## src/rtl/ch_event_frontend.sv

```systemverilog
// ch_event_frontend
//   Input conditioning and event arbitration in front of the multi-channel
//   counter/serializer core. Each raw channel goes through a synchronizer,
//   a glitch filter and a rising-edge detector. Detected edges set a pending
//   flag per channel. Pending flags are granted round-robin onto a single
//   valid/ready event stream that carries the channel index. An edge that
//   arrives while its channel is already pending is recorded in a sticky
//   overflow flag.
//   Build option: define CH_BOTHEDGE_EN to also report falling edges. This
//   adds the ev_edge output (1 = rising, 0 = falling).
module ch_event_frontend #(
    parameter int NCH         = 8,
    parameter int IDX_W       = 3,
    parameter int SYNC_STAGES = 2,
    parameter int FILT_LEN    = 2
) (
    input  logic             clk,
    input  logic             reset,
    input  logic [NCH-1:0]   ch_in,
    output logic             ev_valid,
    input  logic             ev_ready,
    output logic [IDX_W-1:0] ev_ch,
`ifdef CH_BOTHEDGE_EN
    output logic             ev_edge,
`endif
    output logic [NCH-1:0]   pend,
    output logic [NCH-1:0]   ovf_ch,
    output logic             ovf_any,
    input  logic             clr_ovf
);

    // A filter decision is trusted only once the sync chain and the history
    // contain samples taken after reset, not the values that reset loaded.
    localparam int FILL_N = SYNC_STAGES + FILT_LEN;
    localparam int FILL_W = $clog2(FILL_N + 1);

    logic [SYNC_STAGES-1:0][NCH-1:0] sync_q, sync_d;
    logic [NCH-1:0][FILT_LEN-1:0]    hist_q, hist_d;
    logic [NCH-1:0]                  filt_q, filt_d;
    logic [NCH-1:0]                  arm_q, arm_d;
    logic [FILL_W-1:0]               fill_q, fill_d;

    logic [NCH-1:0] set_r, clr_r, avail_r, rise_q, rise_d;
`ifdef CH_BOTHEDGE_EN
    logic [NCH-1:0] set_f, clr_f, avail_f, fall_q, fall_d;
    logic           ev_edge_q, ev_edge_d;
`endif
    logic [NCH-1:0]   ovf_q, ovf_d;
    logic             ev_valid_q, ev_valid_d;
    logic [IDX_W-1:0] ev_ch_q, ev_ch_d;
    logic [IDX_W-1:0] ptr_q, ptr_d;
    logic             xfer;

    // Synchronize, filter and arm each channel, and detect filtered edges.
    always_comb begin
        // NOTE: every signal driven here gets a default before any branch, so no path can infer a latch.
        sync_d = sync_q;
        hist_d = hist_q;
        filt_d = filt_q;
        arm_d  = arm_q;
        set_r  = '0;
`ifdef CH_BOTHEDGE_EN
        set_f  = '0;
`endif
        sync_d[0] = ch_in;
        for (int k = 1; k < SYNC_STAGES; k++) begin
            sync_d[k] = sync_q[k-1];
        end
        fill_d = (fill_q == FILL_W'(FILL_N)) ? fill_q : fill_q + FILL_W'(1);

        for (int i = 0; i < NCH; i++) begin
            hist_d[i][0] = sync_q[SYNC_STAGES-1][i];
            for (int k = 1; k < FILT_LEN; k++) begin
                hist_d[i][k] = hist_q[i][k-1];
            end
            if ((fill_q == FILL_W'(FILL_N)) && ((&hist_q[i]) || !(|hist_q[i]))) begin
                if (!arm_q[i]) begin
                    // The first stable level after reset only arms the channel.
                    arm_d[i]  = 1'b1;
                    filt_d[i] = hist_q[i][0];
                end else if (hist_q[i][0] != filt_q[i]) begin
                    filt_d[i] = hist_q[i][0];
                    set_r[i]  = hist_q[i][0];
`ifdef CH_BOTHEDGE_EN
                    set_f[i]  = !hist_q[i][0];
`endif
                end
            end
        end
    end

    // Pending flags and overflow: a new edge beats a grant-clear, and a new overflow beats clr_ovf.
    always_comb begin
        xfer  = ev_valid_q && ev_ready;
        clr_r = '0;
`ifdef CH_BOTHEDGE_EN
        clr_f = '0;
        if (xfer && ev_edge_q) clr_r[ev_ch_q] = 1'b1;
        if (xfer && !ev_edge_q) clr_f[ev_ch_q] = 1'b1;
        avail_f = fall_q & ~clr_f;
        fall_d  = set_f | avail_f;
`else
        if (xfer) clr_r[ev_ch_q] = 1'b1;
`endif
        avail_r = rise_q & ~clr_r;
        rise_d  = set_r | avail_r;
        ovf_d   = (set_r & avail_r) | (ovf_q & {NCH{!clr_ovf}});
`ifdef CH_BOTHEDGE_EN
        ovf_d   = ovf_d | (set_f & avail_f);
`endif
    end

    // Round-robin grant into the output register whenever it is empty or being drained.
    always_comb begin
        int               idx;
        logic [IDX_W-1:0] idx_v;
        logic             found;
        ev_valid_d = ev_valid_q;
        ev_ch_d    = ev_ch_q;
        ptr_d      = ptr_q;
`ifdef CH_BOTHEDGE_EN
        ev_edge_d  = ev_edge_q;
`endif
        idx   = 0;
        idx_v = '0;
        found = 1'b0;
        if (!ev_valid_q || xfer) begin
            ev_valid_d = 1'b0;
            for (int k = 0; k < NCH; k++) begin
                idx = int'(ptr_q) + k;
                if (idx >= NCH) idx = idx - NCH;
                idx_v = IDX_W'(idx);
`ifdef CH_BOTHEDGE_EN
                if (!found && (avail_r[idx_v] || avail_f[idx_v])) begin
                    ev_edge_d = avail_r[idx_v];
`else
                if (!found && avail_r[idx_v]) begin
`endif
                    found      = 1'b1;
                    ev_valid_d = 1'b1;
                    ev_ch_d    = idx_v;
                    ptr_d      = (idx == NCH - 1) ? '0 : IDX_W'(idx + 1);
                end
            end
        end
    end

    // State registers; reset takes priority, even over a transfer in progress.
    always_ff @(posedge clk) begin
        // NOTE: sequential state uses non-blocking assignments so every flop samples pre-edge values.
        if (reset) begin
            sync_q     <= '0;
            hist_q     <= '0;
            filt_q     <= '0;
            arm_q      <= '0;
            fill_q     <= '0;
            rise_q     <= '0;
            ovf_q      <= '0;
            ev_valid_q <= 1'b0;
            ev_ch_q    <= '0;
            ptr_q      <= '0;
`ifdef CH_BOTHEDGE_EN
            fall_q     <= '0;
            ev_edge_q  <= 1'b0;
`endif
        end else begin
            sync_q     <= sync_d;
            hist_q     <= hist_d;
            filt_q     <= filt_d;
            arm_q      <= arm_d;
            fill_q     <= fill_d;
            rise_q     <= rise_d;
            ovf_q      <= ovf_d;
            ev_valid_q <= ev_valid_d;
            ev_ch_q    <= ev_ch_d;
            ptr_q      <= ptr_d;
`ifdef CH_BOTHEDGE_EN
            fall_q     <= fall_d;
            ev_edge_q  <= ev_edge_d;
`endif
        end
    end

    assign ev_valid = ev_valid_q;
    assign ev_ch    = ev_ch_q;
`ifdef CH_BOTHEDGE_EN
    assign ev_edge  = ev_edge_q;
    assign pend     = rise_q | fall_q;
`else
    assign pend     = rise_q;
`endif
    assign ovf_ch   = ovf_q;
    assign ovf_any  = |ovf_q;

endmodule

```

## config.mk

```make
export PLATFORM = sky130hd
export DESIGN_NAME = ch_event_frontend
export DESIGN_NICKNAME = d
export VERILOG_FILES = /design/src/rtl/ch_event_frontend.sv
export SDC_FILE = /design/constraint.sdc
export NUM_CORES = 1
export LEC_CHECK = 0
export CORE_UTILIZATION = 50
export CTS_BUF_LIST = sky130_fd_sc_hd__clkbuf_8 sky130_fd_sc_hd__clkbuf_16
export DETAILED_ROUTE_END_ITERATION = 10
export PLACE_DENSITY = 0.81
export SLEW_MARGIN = 20
export SYNTH_ARGS = -nofsm -noshare
export SYNTH_HDL_FRONTEND = slang
export SYNTH_SLANG_ARGS = --single-unit
```

## constraint.sdc

```tcl
create_clock -name clk -period 7.78 [get_ports clk]
set_input_delay 1.556 -clock clk [delete_from_list [all_inputs] [get_ports clk]]
set_output_delay 1.556 -clock clk [all_outputs]
set_load 0.005 [all_outputs]
```

# Word-level counts from Yosys, hierarchy flattened
# Cells that the tools add are included.
[classes] n_addsub=24 n_reduce_logical=70 bitwise_logic=6 mux=120 n_eq_ne=25 order_cmp=18
[op_table] cell="32-bit two-way mux" n=16
[op_table] cell="32-bit by 4-bit == test with 1-bit output (second input constant)" n=8
[op_table] cell="3-bit two-way mux" n=24
[op_table] cell="1-bit two-way mux" n=70
[op_table] cell="3-bit by 4-bit less-than comparator with 1-bit output (second input constant)" n=9
[op_table] cell="4-bit by 4-bit subtractor with 5-bit output (second input constant)" n=7
[op_table] cell="2-bit AND reduction" n=17
[op_table] cell="4-bit greater-or-equal comparator (second input constant)" n=7
[op_table] cell="3-bit by 2-bit adder with 3-bit output (second input constant)" n=8
[op_table] cell="8-bit AND" n=3
[op_table] cell="1-bit binary-select mux with 3-bit select" n=8
[op_table] cell="1-bit logical AND" n=17
[op_table] cell="1-bit zero test" n=17
[op_table] cell="3-bit by 3-bit adder with 4-bit output (second input constant)" n=4
[op_table] cell="2-bit by 1-bit != test with 1-bit output (second input constant)" n=8
[op_table] cell="8-bit bitwise OR" n=2
[op_table] cell="2-bit OR reduction" n=8
[op_table] cell="1-bit logical OR" n=9
[op_table] cell="3-bit by 2-bit adder with 4-bit output (second input constant)" n=2
[op_table] cell="8-bit two-way mux" n=1
[op_table] cell="1-bit != test" n=8
[op_table] cell="8-bit inverter" n=1
[op_table] cell="8-bit nonzero test" n=1
[op_table] cell="8-bit OR reduction" n=1
[op_table] cell="other kinds (7)" n=7
[totals] output_inout_bits=21 word_cells=295 ff_bits=74

# Logic depth before layout (Yosys ltp)
[depth] word_depth=39 depth_mapped=15

# Least setup slack after synthesis
# Ideal clock, no wire load.
[synth_path] kind="reg-to-reg" startpoint="register ptr_q[0]" endpoint="register ptr_q[2]" arrival_ps=3957 path_stages_with_launch=15 path_slack_ps=3737 t_required_ps=7694 synth_period_minus_slack_ps=4043 path_cell_list="dfxtp_1 -> buf_2 -> clkinv_1 -> buf_1 -> ha_1 -> clkbuf_1 -> buf_2 -> mux4_2 -> mux2_4 -> nand4_4 -> buf_8 -> nor2_2 -> a221o_1 -> a31o_1 -> a221oi_2"
[synth_via] elab_chain_len=35
[synth_rtl] element="from (decl)" line_no="51" rtl="logic [IDX_W-1:0] ptr_q, ptr_d;"
[synth_rtl] element="from (signal assigned)" line_no="176" rtl="ptr_q <= ptr_d;"
[synth_rtl] element="branches (longest 35 deep; another with 4-bit by 4-bit subtractor with 5-bit output)"
# Parallel ways; which one is timed is not known. The select of a mux whose other input is x is not followed.
# A chain may end at the register's enable or synchronous reset.

# Final worst setup path
[layout_path] startpoint="input ev_ready" endpoint="register ev_ch_q[1] (netlist: ev_ch[1])"
[layout_via] elab_chain_len=36
[layout_rtl] element="from (decl)" line_no="21" rtl="input logic ev_ready,"
[layout_rtl] element="1-bit logical AND *" line_no="94" rtl="xfer = ev_valid_q && ev_ready;"
[layout_rtl] element="8-bit two-way mux" line_no="103" rtl="if (xfer) clr_r[ev_ch_q] = 1'b1;"
[layout_rtl] element="8-bit inverter" line_no="105" rtl="avail_r = rise_q & ~clr_r;"
[layout_rtl] element="8-bit AND" line_no="105"
[layout_rtl] element="1-bit binary-select mux with 3-bit select" line_no="137" rtl="if (!found && avail_r[idx_v]) begin"
[layout_rtl] element="1-bit two-way mux (implied by the code)" line_no="137"
[layout_rtl] element="1-bit two-way mux" line_no="137"
[layout_rtl] element="1-bit two-way mux" line_no="127" rtl="if (!ev_valid_q || xfer) begin"
[layout_rtl] element="(+20 left out)"
[layout_rtl] element="1-bit zero test" line_no="137"
[layout_rtl] element="1-bit logical AND" line_no="137"
[layout_rtl] element="1-bit two-way mux" line_no="137"
[layout_rtl] element="1-bit two-way mux" line_no="127"
[layout_rtl] element="1-bit zero test" line_no="137"
[layout_rtl] element="1-bit logical AND" line_no="137"
[layout_rtl] element="8-bit nonzero test (no line)"
[layout_rtl] element="2-bit AND reduction (no line)"
[layout_rtl] element="to (signal assigned)" line_no="175" rtl="ev_ch_q <= ev_ch_d;"
[layout_rtl] element="to (decl)" line_no="50" rtl="logic [IDX_W-1:0] ev_ch_q, ev_ch_d;"
# Mark *: on every way between the ends. The rest lies on a longest branch, timed or not. The select of a mux whose other input is x is not followed.

==> flow_metrics.env <==
export IMPL_regToRegStartpoint="ptr_q[0]"
export IMPL_outcome="complete, no violations"
export IMPL_cts_setup_buffers=0
export IMPL_start_util_pct=52.0
export IMPL_netlist_area_sq_um=4310
export IMPL_critPathLaunch="ev_ready"
export IMPL_clockBufferDepth=2
export IMPL_arrival_ns=5.05
export IMPL_grt_pass1_vias=3392
export IMPL_powerDensity_nw_per_um2=150
export IMPL_fin_tns_setup_ns=0
export IMPL_crit_end="ev_ch[1]"
export IMPL_drv_cap=0
export IMPL_clock_sinks=74
export IMPL_pre_cts_ws_ns=2.58
export IMPL_die_area_sq_um=9000
export IMPL_first_iter_violations=226
export IMPL_holdCritPathClass="reg2reg"
export IMPL_root_buffer="clkbuf_8"
export IMPL_grt_pass1_wl_um=16100
export IMPL_ios=33
export IMPL_ys_seq_area_share_pct=34.3
export IMPL_cts_buffers=9
export IMPL_place_inst=594
export IMPL_yosysMostFrequentCell="dfxtp_1"
export IMPL_h_tree_depth=3
export IMPL_finalInstanceArea_sq_um=4850
export IMPL_seqPwrFrac_pct=54.3
export IMPL_placementRows=33
export IMPL_critPathLaunchType="primary input"
export IMPL_hpwl_um=6990
export IMPL_netlist_instances=478
export IMPL_cts_tree="done"
export IMPL_reg2reg_slack_ns=3.93
export IMPL_antenna_left=0
export IMPL_gp_congestion=0.901
export IMPL_cts_resized=0
export IMPL_switching_share_pct=22.8
export IMPL_syn_area_per_cell_sq_um=9.03
export IMPL_rsz0062_at_grt="no"
export IMPL_skew_ns=0.0160
export IMPL_wl_per_cell_um=15.7
export IMPL_clock_latency_ns=0.34
export IMPL_relSlewSlack_pct=46.3
export IMPL_r2r_end="ptr_q[1]"
export IMPL_intPower_w=0.000562
export IMPL_max_freq_mhz=206
export IMPL_hold_violations=0
export IMPL_synthArstFlopShare_pct=0
export IMPL_core_sq_um=8300
export IMPL_synth_top_area_share_pct=34.3
export IMPL_setup_violations=0
export IMPL_path_clk_slew_ns=0.08
export IMPL_grt_ovfl_total=0
export IMPL_fp_dieH_um=94.9
export IMPL_yosysWarnings=0
export IMPL_synth_top_flop_cell="dfxtp_1"
export IMPL_ys_types=71
export IMPL_syn_nets=516
export IMPL_p_leak_nw=1.81
export IMPL_die_x_um=94.9
export IMPL_grt_usage_pct=22.9
export IMPL_ys_top_cells_by_area="dfxtp_1 34%, ha_1 7.5%, mux4_2 6.8%, nor2b_1 4.8%, nor2_1 4.6%"
export IMPL_fin_crit_ns=4.85
export IMPL_period_share_pct=62.3
export IMPL_p_clk_share_pct=40.5
export IMPL_drt_wl_total_um=9600
export IMPL_grt_max_degree=78
export IMPL_slew_violations=0
export IMPL_switchingPower_w=0.000166
export IMPL_layout_cells_non_filler=610
export IMPL_firstDrtPassIters=5
export IMPL_postCtsHoldBufs=0
export IMPL_yosysTopAreaCell="dfxtp_1"
export IMPL_vias=3593
export IMPL_path_class="in2reg"
export IMPL_vdd_ir_drop_max_mv=0.150
export IMPL_grt_antenna_before_repair=0
export IMPL_timing_final_ws_setup_ns=2.93
export IMPL_end_kind="flop"
export IMPL_area_delta_synth_final_pct=12.5
export IMPL_ys_top_cells_by_count="74 x dfxtp_1, 53 x nor2_1, 43 x nand2_1"
export IMPL_io_buffers=32
export IMPL_diodes=0
export IMPL_vias_per_cell=5.89
export IMPL_crit_required_ns=7.98
export IMPL_fillers=719
export IMPL_holdPathStages=1
export IMPL_synth_seq_cells=74
export IMPL_nets=538
export IMPL_drc=0
export IMPL_layout_drive_gt1_share_pct=13.3
export IMPL_dpl_cell_area_sq_um=4650
export IMPL_worst_r2r_path_depth=10
export IMPL_cp_max_fo=12
export IMPL_p_comb_share_pct=5.1
export IMPL_synth_edf_count=0
export IMPL_worstMarginPinSlew_ns=0.801
metal layers:
layer  vias up  wire length, um  track usage, %
li1       1744                -               -
met1      1701             3960            27.6
met2       118             4890            40.7
met3        30              472            2.98
met4         0              287            9.85
met5         -                0               0
cell families (layout without fill, tap and decap cells):
group                    after synthesis  count (layout)  synth area share, %
AO/OA/AOI/OAI                         84              84                 13.5
XOR/XNOR                              12              12                 2.44
adder cells (fa/ha/maj)               26              26                 7.54
buffers and inverters                 50              77                 5.45
flip-flops                            74              74                 34.3
multiplexers                          43              43                 14.5
AND/OR/NAND/NOR                      189             189                 22.2
worst min path at each step:
stage | startpoint | endpoint | slack (ns)
floorplan | sync_d[8] | hist_d[0] | 0.41
global placement | sync_d[10] | hist_d[4] | 0.42
detailed placement | sync_d[15] | hist_d[14] | 0.42
CTS | sync_d[15] | hist_d[14] | 0.44
global route | sync_d[10] | hist_d[4] | 0.45
finish | sync_d[10] | hist_d[4] | 0.44
power by group through the flow:
stage	clock, W	combinational [W]	sequential [W]
2_1_floorplan	0	0.0000264	0.000402
3_3_place_gp	0	0.0000350	0.000403
3_5_place_dp	0	0.0000374	0.000404
4_1_cts	0.000301	0.0000378	0.000395
5_1_grt	0.000318	0.0000428	0.000397
6_report	0.000295	0.0000374	0.000395
metrics by stage:
step	utilization, %	hold slack [ns]	power, W
after floorplan	-	0.414	0.000429
after global placement	56.1	0.416	0.000438
after detailed placement	56.1	0.422	0.000442
after CTS	58.5	0.440	0.000734
after global routing	58.5	0.454	0.000758
final	58.5	0.441	0.000728
sequential cells by signal (all words and copies together), names as in the netlist:
signal and count:
filt_q 8, sync_d 8, fill_q 3, ev_valid 1, hist_q 8, hist_d 16, ev_ch 3, arm_q 8
ovf_ch 8, ptr_q 3, pend 8
cells in the final DEF, fill, tap and decap left out, types with 3 or more instances in the layout:
cell | netlist | final
a21oi_1 | 32 | 32
a31oi_1 | 3 | 3
buf_4 | 1 | 5
clkbuf_8 | 0 | 10
clkdlybuf4s50_1 | 0 | 31
dfxtp_1 | 74 | 74
ha_1 | 26 | 26
inv_1 | 22 | 22
mux2_2 | 10 | 10
mux2i_1 | 17 | 17
mux4_2 | 13 | 13
nand2_1 | 43 | 43
nand3_1 | 22 | 22
nor2_1 | 53 | 53
nor2b_1 | 33 | 33
nor3_1 | 9 | 9
nor4_1 | 7 | 7
o21ai_0 | 4 | 4
o21ai_1 | 4 | 4
o21ai_2 | 3 | 3
o31ai_1 | 3 | 3
or2_2 | 3 | 3
xnor2_1 | 3 | 3
xor2_1 | 9 | 9
cell type report:
type	count	area [sq um]	share of cell area (%)
Clock buffer	10	138	2.84
Sequential cell	74	1480	30.5
Inverter	24	90.1	1.86
Tap cell	105	131	2.71
Timing Repair Buffer	37	353	7.27
Multi-Input combinational cell	354	2600	53.5
Clock inverter	6	63.8	1.31
worst max-delay path, cell delays in order:
cell and delay [ns]:
clkdlybuf4s50_1 0.60, nand3b_4 0.13, o31ai_2 0.67, mux2i_1 0.22, mux4_2 0.56, or4b_4 0.55
o21ai_2 0.40, nor4b_1 0.09, a31oi_1 0.17, o41ai_1 0.09
No activity file was read; power rests on OpenSTA's default activity.
